$ cat src/rtl/pass_fail_monitor.sv
// Self-check stage: shadows one result register, detects a branch-to-self halt
// loop and raises exactly one sticky passed/failed verdict, with a cycle timeout.
//
// state    | meaning
// ---------+-----------------------------------------------------------
// ST_RUN   | program running; halt detection and timeout active
// ST_CHECK | halt seen; compare shadow against EXPECTED this cycle
// ST_PASS  | terminal pass verdict, held until reset
// ST_FAIL  | terminal fail verdict (wrong value or timeout), held until reset
module pass_fail_monitor #(
  parameter int          RESULT_REG = 10,
  parameter logic [31:0] EXPECTED   = 32'd45,
  parameter int          HALT_RUN   = 3,
  parameter int          TIMEOUT    = 1000
) (
  input  logic        clk,
  input  logic        reset,
  input  logic [31:0] cyc_cnt,
  input  logic        rf_wr_en,
  input  logic [4:0]  rf_wr_index,
  input  logic [31:0] rf_wr_data,
  input  logic        instr_valid,
  input  logic [31:0] pc,
  output logic        passed,
  output logic        failed
);

  typedef enum logic [1:0] {
    ST_RUN   = 2'd0,
    ST_CHECK = 2'd1,
    ST_PASS  = 2'd2,
    ST_FAIL  = 2'd3
  } state_t;

  localparam logic [4:0]  RESULT_IDX  = 5'(RESULT_REG);
  localparam logic [3:0]  HALT_CNT    = 4'(HALT_RUN);
  localparam logic [31:0] TIMEOUT_CYC = 32'(TIMEOUT);

  state_t      state_q, state_d;
  logic [31:0] shadow_q, shadow_d;
  logic [31:0] last_pc_q, last_pc_d;
  logic        last_pc_vld_q, last_pc_vld_d;
  logic [3:0]  run_cnt_q, run_cnt_d;
  logic        passed_q, passed_d;
  logic        failed_q, failed_d;
  logic        halt;

  always_comb begin
    state_d       = state_q;
    shadow_d      = shadow_q;
    last_pc_d     = last_pc_q;
    last_pc_vld_d = last_pc_vld_q;
    run_cnt_d     = run_cnt_q;
    halt          = 1'b0;

    if (rf_wr_en && (rf_wr_index == RESULT_IDX)) begin
      shadow_d = rf_wr_data;
    end

    unique case (state_q)
      ST_RUN: begin
        if (instr_valid) begin
          last_pc_d     = pc;
          last_pc_vld_d = 1'b1;
          if (last_pc_vld_q && (pc == last_pc_q)) begin
            run_cnt_d = (run_cnt_q >= HALT_CNT) ? HALT_CNT : run_cnt_q + 4'd1;
          end else begin
            run_cnt_d = 4'd1;
          end
          halt = (run_cnt_d == HALT_CNT);
        end
        // Halt takes priority over a timeout landing on the same edge.
        if (halt) begin
          state_d = ST_CHECK;
        end else if (cyc_cnt >= TIMEOUT_CYC) begin
          state_d = ST_FAIL;
        end
      end
      ST_CHECK: begin
        state_d = (shadow_q == EXPECTED) ? ST_PASS : ST_FAIL;
      end
      ST_PASS: state_d = ST_PASS;
      ST_FAIL: state_d = ST_FAIL;
      default: state_d = ST_RUN;
    endcase

    passed_d = (state_d == ST_PASS);
    failed_d = (state_d == ST_FAIL);
  end

  always_ff @(posedge clk) begin
    if (reset) begin
      state_q       <= ST_RUN;
      shadow_q      <= 32'd0;
      last_pc_q     <= 32'd0;
      last_pc_vld_q <= 1'b0;
      run_cnt_q     <= 4'd0;
      passed_q      <= 1'b0;
      failed_q      <= 1'b0;
    end else begin
      state_q       <= state_d;
      shadow_q      <= shadow_d;
      last_pc_q     <= last_pc_d;
      last_pc_vld_q <= last_pc_vld_d;
      run_cnt_q     <= run_cnt_d;
      passed_q      <= passed_d;
      failed_q      <= failed_d;
    end
  end

  assign passed = passed_q;
  assign failed = failed_q;

endmodule

$ cat config.mk
export PLATFORM = sky130hd
export DESIGN_NAME = pass_fail_monitor
export DESIGN_NICKNAME = d
export VERILOG_FILES = /design/src/rtl/pass_fail_monitor.sv
export SDC_FILE = /design/constraint.sdc
export NUM_CORES = 1
export LEC_CHECK = 0
export BUFFER_PORTS_ARGS = -buffer_cell sky130_fd_sc_hd__buf_2
export CORE_UTILIZATION = 47
export CTS_CLUSTER_DIAMETER = 30
export DETAILED_ROUTE_END_ITERATION = 12
export PLACE_DENSITY = 0.76
export SKIP_LAST_GASP = 1
export SLEW_MARGIN = 0
export SYNTH_ARGS = -nofsm -noshare
export SYNTH_HDL_FRONTEND = slang
export SYNTH_SLANG_ARGS = --single-unit
$ cat constraint.sdc
create_clock -name clk -period 2.95 [get_ports clk]
set_input_delay 0.59 -clock clk [delete_from_list [all_inputs] [get_ports clk]]
set_output_delay 0.59 -clock clk [all_outputs]
set_load 0.05 [all_outputs]
=== Word level (Yosys, flattened, before mapping) ===
Cells that the tools add are included.

* Add/sub/neg operators: 1
* Magnitude comparators: 2
* Eq/ne operators: 9
* Multiplexer cells: 10
* Reductions and logical operators: 4

{| class="wikitable"
|+ Operators with widths
! kind !! count
|-
| $eq A32 B32 Y1 || 1
|-
| $eq A32 B6 Y1 const B || 1
|-
| $ge A32 B10 Y1 const B || 1
|-
| $mux W4 || 4
|-
| $eq A2 B2 Y1 const B || 4
|-
| $pmux W2 S4 || 1
|-
| $eq A5 B4 Y1 const B || 1
|-
| $add A4 B1 Y4 const B || 1
|-
| $eq A4 B2 Y1 const B || 1
|-
| $ge A4 B2 Y1 const B || 1
|-
| $mux W2 || 2
|-
| $mux W1 || 3
|-
| $eq A2 B1 Y1 const B || 1
|-
| $logic_and A1 B1 Y1 || 2
|-
| $logic_not A2 Y1 || 1
|-
| $reduce_and A2 Y1 || 1
|}

* Bits in registers: 73
* Input bits: 105
* Output and inout bits: 2
* Word-level logic and storage cells: 33

=== Longest topological paths before layout ===
* Depth in word-level cells: 11
* Mapped depth: 6
* Depth with buffers taken out: 6

=== Worst setup path before layout ===
Ideal clock, no wire load.

* Path type: input port to flip-flop
* Start: in pc[21]
* End: reg run_cnt_q[0]
* Setup time: 0.115 ns
* Data arrival time: 1.660 ns
* Required time: 2.835 ns
* Slack: 1.176 ns
* Stages: 5
* Path buffers: 0
* Cells stage by stage: nor2b_1 a2111o_1 nor4_2 nand4_1 o21a_1

* Word-level cells in the longest chain between the ends: 5

{| class="wikitable"
|+ RTL lines
! what !! RTL line !! text
|-
| start, declared || 23 || <nowiki>input logic [31:0] pc,</nowiki>
|-
| $eq A32 B32 Y1 || 65 || <nowiki>if (last_pc_vld_q && (pc == last_pc_q)) begin</nowiki>
|-
| $logic_and A1 B1 Y1 || 65 ||
|-
| $mux W4 || 65 ||
|-
| $mux W4 || 62 || <nowiki>if (instr_valid) begin</nowiki>
|-
| $mux W4 || 60 || <nowiki>unique case (state_q)</nowiki>
|-
| end signal, assigned || 105 || <nowiki>run_cnt_q <= run_cnt_d;</nowiki>
|-
| end, declared || 43 || <nowiki>logic [3:0] run_cnt_q, run_cnt_d;</nowiki>
|}

Every way passes these cells. The select of a mux whose other input is x is not followed.
A chain may end at the register's enable or synchronous reset.

=== Worst setup path after layout ===
* Start: reg run_cnt_q[0]
* End: reg failed_q (netlist: failed)

* Word-level cells in the longest chain between the ends: 11
* Elaborated cells between the ends (all ways): 12
* Classes of those cells: add/sub: 1; order compare: 1; eq/ne: 2; mux: 8

{| class="wikitable"
|+ RTL lines
! what !! RTL line !! text
|-
| $add A4 B1 Y4 or $ge A4 B2 Y1 (tied branches) || 66 || <nowiki>run_cnt_d = (run_cnt_q >= HALT_CNT) ? HALT_CNT : run_cnt_q + 4'd1;</nowiki>
|-
| $mux W4 (*) || 66 ||
|-
| $mux W4 (*) || 65 ||
|-
| $mux W4 (*) || 62 ||
|-
| $mux W4 (*) || 60 ||
|-
| $eq A4 B2 Y1 (*) || 70 || <nowiki>halt = (run_cnt_d == HALT_CNT);</nowiki>
|-
| $mux W1 (*) || 62 ||
|-
| $mux W1 (*) || 60 ||
|-
| $mux W2 (*) || 73 || <nowiki>if (halt) begin</nowiki>
|-
| $pmux W2 S4 (*) || 60 ||
|-
| $eq A2 B2 Y1 (*) || 88 || <nowiki>failed_d = (state_d == ST_FAIL);</nowiki>
|-
| end signal, assigned || 107 || <nowiki>failed_q <= failed_d;</nowiki>
|-
| end, declared || 45 || <nowiki>logic failed_q, failed_d;</nowiki>
|}

Mark *: on every way between the ends. The rest lies on a longest branch, timed or not. The select of a mux whose other input is x is not followed.

==> reports/qor.yml <==
status: "finished, final reports clean"
most-common-layout-cells: "sky130_fd_sc_hd__nand2_1, sky130_fd_sc_hd__buf_2, sky130_fd_sc_hd__dfxtp_1, sky130_fd_sc_hd__a21oi_1, sky130_fd_sc_hd__xnor2_1"
min_period_ns: 1.724
max_slew.worst_pin.slew_ns: 0.7288
layout.cells.most_common: "sky130_fd_sc_hd__nand2_1"
criticalPathCategory: "reg -> reg"
num_antenna_cells: 0
worstRegToRegCells: 6
worstPathRequired_ns: 3.19
worstSetupStartpoint: "run_cnt_q[0]"
fmax_mhz: 580.0
fin_setup_tns_ns: 0
grt_antenna_before_repair: 0
htree_num_levels: 3
die_area_sq_mm: 0.007002
site_rows: 29
gp_congestion: 0.7599
min_path_cells: 2
slew_headroom: 0.5141
power.leakage_nw: 1.506
regToRegStartpoint: "run_cnt_q[0]"
fraction_of_the_mapped_netlist_area_in_simple_logic_gates: 0.2841
synth.top_cells.by_area: "sky130_fd_sc_hd__dfxtp_1, sky130_fd_sc_hd__nand2_1, sky130_fd_sc_hd__a21oi_1"
r2r_setup_slack_ns: 1.23
drt_first_pass_iters: 4
ctsResizeCount: 0
clk_pin_slew_ns: 0.07
hpwl_mm: 5.252
synth-seq-area-share: 0.4661
tritoncts_num_sinks: 73
internal_power_w: 0.001707
seq_power_share: 0.465
synth-compound-area-share: 0.1385
synth_adder_area_share: 0.003990
grt_pass1_wl_mm: 12.22
finish.cell_count_without_fillers: 581
detail_route.wirelength_mm: 7.219
cp.depth: 6
syn-cell-area_sq_mm: 0.003136
synth-edff-count: 0
synth_largest_type_area_fraction: 0.4661
synth_xor_area_frac: 0.06704
synthesis.nets: 507
grt_pass1_vias: 2892
rr_endpoint: "failed"
p_per_cell_area_mw_per_mm2: 561.1
ys_ff_latch: 73
synth_largest_area_cell: "sky130_fd_sc_hd__dfxtp_1"
crit_chain: "ha_1, nand2b_1, a21boi_0, nor4b_1, nand4_1, a21o_1"
root_buffer: "sky130_fd_sc_hd__clkbuf_8"
tritoncts.num_buffers: 9
grt_max_degree: 42
synth_top_family_by_area: "simple AND/OR/NAND/NOR gates"
start_kind: "register"
layout-drive-gt1-share: 0.2540
detailedRoute.firstIterationViolations: 132
netlist-cell-type-count: 39
hold_path.class: "reg -> reg"
tritoncts: "done"
vdd_ir_drop_max_v: 0.0004562
ys.warnings.count: 0
route.detailed.vias_per_inst: 5.151
die_height_um: 83.68
worst-endpoint-arrival_ns: 1.96
cts.path.max_buffers: 2
synthCells: 401
critical_path_capture_point_type: "register"
netSwitchingFraction: 0.2305
grtUsageTotal: 0.2157
critPathSlowestCell: "sky130_fd_sc_hd__dfxtp_1"
ys_dominant_reg_cell: "sky130_fd_sc_hd__dfxtp_1"
postCtsSetupBuffers: 0
detail_route.wl_per_cell_um: 12.43
hold_slack_ns: 0.4505
top_level_ports: 107
synth.avg_cell_area_sq_um: 7.819
die_w_um: 83.68
unrepaired_setup_endpoints_after_global_routing: "no"
globalRouteOverflowTotal: 0
power.switching_w: 0.0005114
final_hold_viol_count: 0
cts_hold_buffers: 0
ant_nets: 0
max_cap_viol_count: 0
period_share: 0.5844
p_comb_frac: 0.101
clock_insertion_delay_worst_skew_ns: 0.35
power_frac_clock: 0.435
place.detailed.instances: 565
synthMuxAreaShare: 0.003192
core_area_sq_mm: 0.006386
num-nets-final: 605
timing.critical_path.to: "failed"
finalSetupViolCount: 0
critical_path.max_stage_delay_ns: 0.34
floorplan.initialDensity: 0.4910
share_of_async_settable_or_async_resettable_flops_after_synthesis: 0
numPortBuffers: 103
slew_viol_final: 0
crit_family: "simple AND/OR/NAND/NOR gates"
flow.area_growth_from_synthesis_pct: 26.10
drcViolationCount: 0
critical_path_peak_fanout: 4
worst_case_clock_skew_ns: 0.009071
crit_buf_inv: 0
detailroute.via_count: 2993
## per-layer routing
metal  up-vias  part of all wire  global-route usage
met2        90              0.49              0.3777
met3         9             0.069             0.05737
met4         0             0.013             0.07858
met5         -                 0                   0
li1       1543                 -                   -
met1      1351              0.43              0.2522
## per-stage QoR
stage	cell area (sq um)	utilization	power (W)	setup slack, ns
2_1_floorplan	3136	-	0.001172	1.176
3_3_place_gp	3702	0.5797	0.001269	0.9518
3_5_place_dp	3702	0.5797	0.001277	0.9347
4_1_cts	3954	0.6191	0.002236	1.269
5_1_grt	3954	0.6191	0.002306	1.131
6_report	3954	0.6191	0.002218	1.226
## worst min-delay path by stage
stage                              start           end
final                       shadow_q[30]  shadow_q[30]
after global routing      rf_wr_data[15]  shadow_q[15]
after CTS                   shadow_q[30]  shadow_q[30]
after detailed placement    shadow_q[30]  shadow_q[30]
after floorplan             shadow_q[30]  shadow_q[30]
after global placement       shadow_q[2]   shadow_q[2]
## state kept, by name, indices dropped and copies added (netlist names)
| name | cells |
|---|---|
| run_cnt_q | 4 |
| last_pc_q | 32 |
| passed | 1 |
| state_q | 2 |
| shadow_q | 32 |
| last_pc_vld_q | 1 |
| failed | 1 |
## power groups by stage
stage / Clock (W) / Combinational [W] / Sequential (W)
floorplan: 0 / 0.000112 / 0.00106
global route: 0.00102 / 0.000249 / 0.00103
CTS: 0.000980 / 0.000225 / 0.00103
detailed placement: 0 / 0.000223 / 0.00105
global placement: 0 / 0.000217 / 0.00105
finish: 0.000964 / 0.000223 / 0.00103
## cells in the mapped netlist, types with 2 or more instances
library cell and count:
sky130_fd_sc_hd__nand4_1 10, sky130_fd_sc_hd__nand2b_1 6, sky130_fd_sc_hd__nand3_1 3, sky130_fd_sc_hd__nor4_1 11
sky130_fd_sc_hd__nand2_1 132, sky130_fd_sc_hd__nor4b_1 2, sky130_fd_sc_hd__nor4_2 2, sky130_fd_sc_hd__a21oi_1 64
sky130_fd_sc_hd__nand3b_1 2, sky130_fd_sc_hd__o2bb2ai_1 2, sky130_fd_sc_hd__nor3_1 6, sky130_fd_sc_hd__clkbuf_1 14
sky130_fd_sc_hd__buf_2 6, sky130_fd_sc_hd__nor2b_1 3, sky130_fd_sc_hd__dfxtp_1 73, sky130_fd_sc_hd__inv_1 7
sky130_fd_sc_hd__nor3b_1 2, sky130_fd_sc_hd__nor2_1 11, sky130_fd_sc_hd__buf_1 2, sky130_fd_sc_hd__xnor2_1 24
## cell type report
type                            count  area [sq um]
Multi-Input combinational cell    299          1558
Sequential cell                    73          1461
Clock inverter                      6         113.9
Tap cell                           77         96.34
Timing Repair Buffer              109         560.5
Fill cell                         584          2432
Clock buffer                       10         137.6
Inverter                            7         26.28
## logic make-up (layout without fill, tap and decap cells)
family / count (synthesis) / in the layout
mux: 1 / 1
compound gates: 77 / 77
flops: 73 / 73
buf+inv: 29 / 132
fa+ha+maj: 1 / 1
simple gates: 196 / 196
xor+xnor: 24 / 24
## worst register-to-register path: cells and delay by family (launching register included)
kind | cells | cell delay [ns]
simple gates | 3 | 0.58
flops | 1 | 0.34
compound gates | 2 | 0.40
fa+ha+maj | 1 | 0.31
Power figures use the tool's default switching activity.
